<file path="src/rtl/jt51_kon_pkg.sv">
// Shared definitions for the YM2151 key-on sequencer: slot width, operator
// groups and the mapping from key-on register mask bits to groups.
package jt51_kon_pkg;

   localparam int SLOT_W = 5;
   localparam logic [SLOT_W-1:0] SLOT_LAST = 5'd31;

   typedef enum logic [1:0] {
      GRP_M1 = 2'd0,
      GRP_M2 = 2'd1,
      GRP_C1 = 2'd2,
      GRP_C2 = 2'd3
   } grp_e;

   // Register 0x08 orders its mask as M1, C1, M2, C2, unlike the slot order.
   function automatic grp_e mask_grp(input logic [1:0] mask_bit);
      grp_e g;
      case (mask_bit)
         2'd0:    g = GRP_M1;
         2'd1:    g = GRP_C1;
         2'd2:    g = GRP_M2;
         default: g = GRP_C2;
      endcase
      return g;
   endfunction

endpackage

</file>
<file path="src/rtl/jt51_kon.sv">
// Key-on sequencer: tracks requested and current key state per operator slot
// and emits one-cycle keyon/keyoff pulses as each slot is evaluated.
module jt51_kon
   import jt51_kon_pkg::*;
(
   input  logic        clk,
   input  logic        rst,
   input  logic        zero,
   input  logic        kon_we,
   input  logic [2:0]  kon_ch,
   input  logic [3:0]  kon_mask,
   input  logic        csm,
   output logic        keyon,
   output logic        keyoff,
   output logic [4:0]  slot_out
);

   logic [SLOT_W-1:0] r_prev;
   logic [31:0]       r_req;
   logic [31:0]       r_cur;
   logic              r_csm_pend;
   logic              r_csm_frame;
   logic              r_keyon;
   logic              r_keyoff;
   logic [SLOT_W-1:0] r_slot_out;

   logic [SLOT_W-1:0] w_slot;
   logic              w_csm_frame;
   logic              w_target;
   logic              w_cur;

   // Slot 0 is evaluated on the zero cycle itself, so the CSM frame flag must
   // already apply there: it is taken combinationally from the pending bit.
   assign w_slot      = zero ? '0 : r_prev + 5'd1;
   assign w_csm_frame = zero ? r_csm_pend : r_csm_frame;
   assign w_cur       = r_cur[w_slot];
   assign w_target    = w_csm_frame | r_req[w_slot];

   always_ff @(posedge clk) begin
      if (rst) begin
         r_prev      <= '0;
         r_req       <= '0;
         r_cur       <= '0;
         r_csm_pend  <= 1'b0;
         r_csm_frame <= 1'b0;
         r_keyon     <= 1'b0;
         r_keyoff    <= 1'b0;
         r_slot_out  <= '0;
      end else begin
         r_prev      <= w_slot;
         r_csm_pend  <= csm | (r_csm_pend & ~zero);
         r_csm_frame <= w_csm_frame & (w_slot != SLOT_LAST);

         r_keyon     <= w_target & ~w_cur;
         r_keyoff    <= ~w_target & w_cur;
         r_slot_out  <= w_slot;
         r_cur[w_slot] <= w_target;

         // Evaluation above read the pre-write req; a write to the slot under
         // evaluation only shows at that slot's next visit.
         if (kon_we) begin
            for (int b = 0; b < 4; b++) begin
               r_req[{mask_grp(2'(b)), kon_ch}] <= kon_mask[b];
            end
         end
      end
   end

   assign keyon    = r_keyon;
   assign keyoff   = r_keyoff;
   assign slot_out = r_slot_out;

endmodule

</file>
<file path="config.mk">
export PLATFORM = sky130hd
export DESIGN_NAME = jt51_kon
export DESIGN_NICKNAME = d
export VERILOG_FILES = /design/src/rtl/jt51_kon_pkg.sv /design/src/rtl/jt51_kon.sv
export SDC_FILE = /design/constraint.sdc
export NUM_CORES = 1
export LEC_CHECK = 0
export CAP_MARGIN = 20
export CELL_PAD_IN_SITES_DETAIL_PLACEMENT = 2
export CELL_PAD_IN_SITES_GLOBAL_PLACEMENT = 2
export CORE_MARGIN = 1
export CORE_UTILIZATION = 43
export CTS_CLUSTER_SIZE = 30
export DETAILED_ROUTE_END_ITERATION = 6
export DONT_BUFFER_PORTS = 1
export GPL_TIMING_DRIVEN = 0
export PLACE_DENSITY_LB_ADDON = 0.25
export REMOVE_ABC_BUFFERS = 1
export SYNTH_ARGS = -nofsm -noshare
export SYNTH_HDL_FRONTEND = slang
export SYNTH_SLANG_ARGS = --single-unit
</file>
<file path="constraint.sdc">
create_clock -name clk -period 4.7 [get_ports clk]
set_input_delay 1.41 -clock clk [delete_from_list [all_inputs] [get_ports clk]]
set_output_delay 1.41 -clock clk [all_outputs]
set_load 0.01 [all_outputs]
</file>
# Yosys cells after proc, flatten, opt, wreduce, memory -nomap -nowiden
# Cells that the tools add are included.
classes:
  n_addsub: 1
  magnitude_cmp: 10
  eq_ne: 1
  mux: 29
  bitwise_logic: 9
  reduce_logical: 5
ops:
  columns: ["operator", "count"]
  rows:
  - ["32-bit bitwise mux", 5]
  - ["5-bit by 6-bit less-than comparator with 1-bit output (second input constant)", 5]
  - ["1-bit demux with 5-bit select", 5]
  - ["5-bit by 1-bit >= comparator with 1-bit output (second input constant)", 5]
  - ["2-bit two-way mux", 8]
  - ["1-bit binary-select mux with 5-bit select", 2]
  - ["1-bit two-way mux", 8]
  - ["5-bit by 1-bit adder with 5-bit output (second input constant)", 1]
  - ["1-bit logical AND", 5]
  - ["5-bit two-way mux", 1]
  - ["5-bit != test (second input constant)", 1]
  - ["1-bit bitwise AND", 4]
  - ["1-bit NOT", 3]
  - ["1-bit OR", 2]
word_totals:
  regBits: 73
  output_inout_bits: 7

# Longest topological paths before layout
logic_depth:
  word_depth: 10
  ltp_mapped: 10

# Worst setup path before layout
# Ideal clock, no wire load.
synth_path:
  path_kind: "input to register"
  startpoint: "in zero"
  endpoint: "reg r_keyon, in the netlist keyon"
  setup_time_ps: 103
  arrival_ps: 2925
  required_time_ps: 4597
  setup_slack_ps: 1672
  cell_stages: 6
  path_cell_list: "or2_1 buf_6 a221o_1 o221a_1 a311o_1 a2111oi_2"
synth_via:
  elab_chain_cells: 5
  elab_cells_between_ends: 9
  cone_classes: "mux: 6; bitwise: 3"
synth_rtl:
  columns: ["element", "line_no", "source"]
  rows:
  - ["start: declaration", "jt51_kon.sv:8", "input logic zero,"]
  - ["5-bit two-way mux", "jt51_kon.sv:34", "assign w_slot = zero ? '0 : r_prev + 5'd1;"]
  - ["1-bit binary-select mux with 5-bit select (on tied branches)", "jt51_kon.sv:37, jt51_kon.sv:36", null]
  - ["1-bit two-way mux (on tied branches)", "jt51_kon.sv:37, jt51_kon.sv:36", null]
  - ["1-bit OR / 1-bit NOT (equally long branches)", "jt51_kon.sv:37, jt51_kon.sv:54", null]
  - ["1-bit bitwise AND (*)", "jt51_kon.sv:54", "r_keyon <= w_target & ~w_cur;"]
  - ["end signal: assignment", "jt51_kon.sv:54", null]
  - ["end: declaration", "jt51_kon.sv:23", "logic r_keyon;"]
# Every way passes the cells marked *; elsewhere a longest branch is shown, timed or not. The select of a mux whose other input is x is not followed.
# A chain may end at the register's enable or synchronous reset.

==> results summary <==
The flow ran to the end, and the final reports show no timing, DRC or antenna violations. The die outline width came out at 93.69 um. Among all flip-flop cells after synthesis, the most frequent one is sky130_fd_sc_hd__dfxtp_1. Setup repair after global routing left no endpoint under its margin. The flip-flop and latch count after synthesis is 73. The fraction of registers with async set/reset came out at 0%.

Global routing consumed, over all layers together, 27.81% of the routing resources. Counting both buffers and inverters, the worst setup path holds a total of 0. The number of DRC markers in iteration 0 is 133. In the routed layout, each cell is associated on average with a via count of 6.453. The element type at the critical path start is a flop. At the end of routability-driven placement, the weighted congestion stood at 0.7412. The end of the worst register-to-register path is r_cur[28].

The number of clock buffers inserted by TritonCTS is 9. The maximum clock skew at final layout came out at 0.01087 ns. The Yosys step of the flow raised 0 warnings. Entering global routing, the biggest net connects 74 pins. Across the VDD grid, the largest voltage drop is 0.1581 mV. For this configuration, the core starts out at a cell density of 44.21%. Synthesis produced 402 cells. The net count of the finished layout is 389. The aggregate global routing overflow came out at 0.

From bottom edge to top edge, the die measures 93.69 um. At the pin with the least slew margin, the transition time is 1.096 ns. The clock-pin transition on the worst setup and hold timing paths is 0.08 ns.

The die area came out at 0.008777 mm^2. The worst-path cell with the longest stage delay is sky130_fd_sc_hd__dfxtp_2. For the finished layout, the period the worst path requires is 4.368 ns. The remaining max-slew budget at the tightest pin is 26.40%. In the final routed layout, each cell accounts on average for 23.56 um. After synthesis, the mean cell area works out to 8.992 um^2.

The layout overhead on the synthesized area came out at 5.746%. Grouping stages by cell kind, the critical path spends the most delay in simple AND/OR/NAND/NOR gates. The leakage component of the power is 1.398 nW. Summing all non-filler instances in the final layout gives an area of 0.003822 mm^2. The antenna diode count came out at 0.

The maximum cell stage delay along the critical path is 0.87 ns. The total number of H-tree levels came out at 3. The aggregate routed wire length came out at 11.45 mm. After floorplanning, the core was sized to cover 0.008175 mm^2. The minimum setup slack among reg-to-reg paths came out at 0.33 ns. The remaining antenna violation count is 0. At the worst endpoint, the required time is 4.87 ns. The detailed-router iteration count before antenna repair is 4. The setup violation total in the final timing report is 0.

In this run the post-CTS setup repair buffer count came out at 0. The number of gates on the worst path with buffers counted came out at 7. The tree is rooted in a sky130_fd_sc_hd__clkbuf_8. The top fanout value on the critical path is 32. The number of remaining DRC errors came out at 0.

The endpoint of the most critical setup path is r_cur[28]. TritonCTS built the clock tree. The path category of the worst min-delay check is flop to flop. STA classifies the critical path endpoint as a flop. Static timing analysis puts the maximum clock frequency at 229.0 MHz. The total number of clock tree sinks came out at 73. After detailed placement, the design holds a cell count of 470.

The signal on the critical path passes through ha_2, nor2b_1, or2_1, a2111oi_0, nor4b_1, nor3_4, a41oi_1. The total number of vias came out at 3136. The critical path in this run is classified as flop to flop. The launching element of the worst setup path is slot_out[0]. At the worst endpoint, the arrival time is 4.54 ns. The number of placement rows is 33. The count of hold-fix buffers inserted at cts came out at 0. The count of final hold-check violations came to 0.

The placed wire-length estimate after detailed placement came out at 7.077 mm. The synthesized cell area is 0.003615 mm^2. Clock latency on the worst-skew pair, taken at its later pin, is 0.35 ns.

The flip-flop and latch area is 0.001463 mm^2. The number of pins exceeding their max-slew limit in the final report is 0. For this design the ratio of total power to cell area is 329.7 mW/mm^2. In this run the critical register-to-register path is launched from slot_out[0].

The final standard cell utilization of the core is 46.76%. Of the available clock period, the critical path in the final layout requires 92.93%. The final-layout fill cell count is 875. Post-CTS repair changed the size of 0 cells.

The sequential cell area fraction in the yosys report came out at 40.43%. The clock passes through at most 2 buffers. The number of distinct standard cells referenced by the synthesized netlist is 59. Yosys mapped a number of flops with a built-in enable equal to 0. The final instance count without filler cells came out at 486. The number of top-level pins is 19.

The cell area reported after detailed placement came out at 0.003612 mm^2. The first-pass GRT wire length came out at 18.29 mm. The total of buffers placed on input and output ports is 0. The number of antenna violations at the first check in global routing came out at 0. The number of max-cap violations came out at 0. The via count of the first global-routing pass is 3349. Counting cells, the worst reg-to-reg path comes to 7. The ratio of cells with drive above 1 in the final layout is 9.186%. The area of the multi-input gates is 0.001998 mm^2.
-- tightest hold or removal path: cells and delay by family, from the launching register on --
kind / cells / cell delay, ns
and+or+nand+nor: 1 / 0.09
DFF: 1 / 0.31
AOI/OAI and AO/OA: 1 / 0.05
-- layer usage --
metal	vias up	global-route usage, %	share of wire (%)	wire [um]
met5	-	0	0	0
met4	0	13.72	2.7	304
met3	21	4.450	2.9	335
met2	62	47.08	50	5689
met1	1623	34.10	45	5121
li1	1430	-	-	-
-- sequential cells by signal (all words and copies together), names as in the netlist --
name / cells
keyoff: 1
slot_out: 5
r_csm_frame: 1
keyon: 1
r_cur: 32
r_req: 32
r_csm_pend: 1
-- where the power goes --
part | internal [mW] | switching (mW) | total, mW
clock network | 0.289 | 0.240 | 0.529
registers | 0.629 | 0.0129 | 0.642
logic | 0.0317 | 0.0575 | 0.0891
total | 0.950 | 0.310 | 1.26
-- layout make-up --
class / count / area share (%)
clock buffers: 14 / 4.517
well taps: 105 / 3.437
repair buffers: 1 / 0.3928
flip-flops and latches: 73 / 38.27
multi-input cells: 289 / 52.27
clock inverters: 2 / 0.9165
inverters: 2 / 0.1964
-- stage by stage --
step           hold WS [ns]  worst slack (ns)  total power [mW]  setup TNS [ns]
6_report             0.4975            0.3323             1.260               0
3_5_place_dp         0.4871          -0.01002            0.7436        -0.01002
3_3_place_gp         0.4675            -1.096            0.7361          -35.98
4_1_cts              0.5018           0.07217             1.270               0
5_1_grt              0.5173            0.2234             1.313               0
2_1_floorplan        0.4520            0.7673            0.7107               0
-- logic make-up after synthesis --
kind of cell,synth area share (%)
fa+ha+maj,0.3461
flops,40.43
xor+xnor,0.7270
mux,12.91
simple gates,20.42
buf+inv,4.881
compound gates,20.28
-- cells in the mapped netlist, types with 4 or more instances --
cell	count	share of area [%]
sky130_fd_sc_hd__a41oi_1	6	1.5
sky130_fd_sc_hd__nor4_1	4	0.69
sky130_fd_sc_hd__and2_1	17	2.9
sky130_fd_sc_hd__and3_1	7	1.2
sky130_fd_sc_hd__dfxtp_1	73	40
sky130_fd_sc_hd__a22oi_1	4	0.83
sky130_fd_sc_hd__a211oi_1	6	1.2
sky130_fd_sc_hd__mux2_2	5	1.6
sky130_fd_sc_hd__nand2_1	6	0.62
sky130_fd_sc_hd__nor2_1	65	6.7
sky130_fd_sc_hd__nor3b_1	5	1.0
sky130_fd_sc_hd__mux2i_1	41	11
sky130_fd_sc_hd__nor2b_1	10	1.7
sky130_fd_sc_hd__nor3_1	8	1.1
sky130_fd_sc_hd__clkbuf_1	20	2.1
sky130_fd_sc_hd__or2_2	7	1.2
sky130_fd_sc_hd__a311oi_1	21	5.1
sky130_fd_sc_hd__a21oi_1	19	2.6
sky130_fd_sc_hd__o211ai_1	4	0.83
sky130_fd_sc_hd__buf_2	14	1.9
-- worst min-delay path by stage --
stage | start | to | depth (start not counted)
6_report | r_cur[7] | r_cur[7] | 2
5_1_grt | r_cur[7] | r_cur[7] | 2
4_1_cts | r_cur[31] | r_cur[31] | 2
3_5_place_dp | r_req[9] | r_req[9] | 2
3_3_place_gp | r_req[13] | r_req[13] | 2
2_1_floorplan | r_req[9] | r_req[9] | 2
-- layout by cell type, fill, tap and decap left out, types with 3 or more instances in the layout --
cell / n
sky130_fd_sc_hd__nor3_1: 7
sky130_fd_sc_hd__a211oi_1: 6
sky130_fd_sc_hd__a21oi_1: 19
sky130_fd_sc_hd__o21bai_1: 3
sky130_fd_sc_hd__xnor2_1: 3
sky130_fd_sc_hd__mux2i_1: 41
sky130_fd_sc_hd__nor3b_1: 4
sky130_fd_sc_hd__nor2b_1: 10
sky130_fd_sc_hd__nand4b_1: 3
sky130_fd_sc_hd__and2_1: 17
sky130_fd_sc_hd__o21ai_0: 3
sky130_fd_sc_hd__nor2_1: 64
sky130_fd_sc_hd__a41oi_1: 6
sky130_fd_sc_hd__nand2_1: 6
sky130_fd_sc_hd__o211ai_1: 4
sky130_fd_sc_hd__a311oi_1: 21
sky130_fd_sc_hd__or2_2: 7
sky130_fd_sc_hd__mux2_2: 5
sky130_fd_sc_hd__o22ai_1: 3
sky130_fd_sc_hd__clkbuf_8: 12
sky130_fd_sc_hd__nor4_1: 4
sky130_fd_sc_hd__and3_1: 7
sky130_fd_sc_hd__a22oi_1: 4
sky130_fd_sc_hd__dfxtp_1: 72
Power figures use the tool's default switching activity.
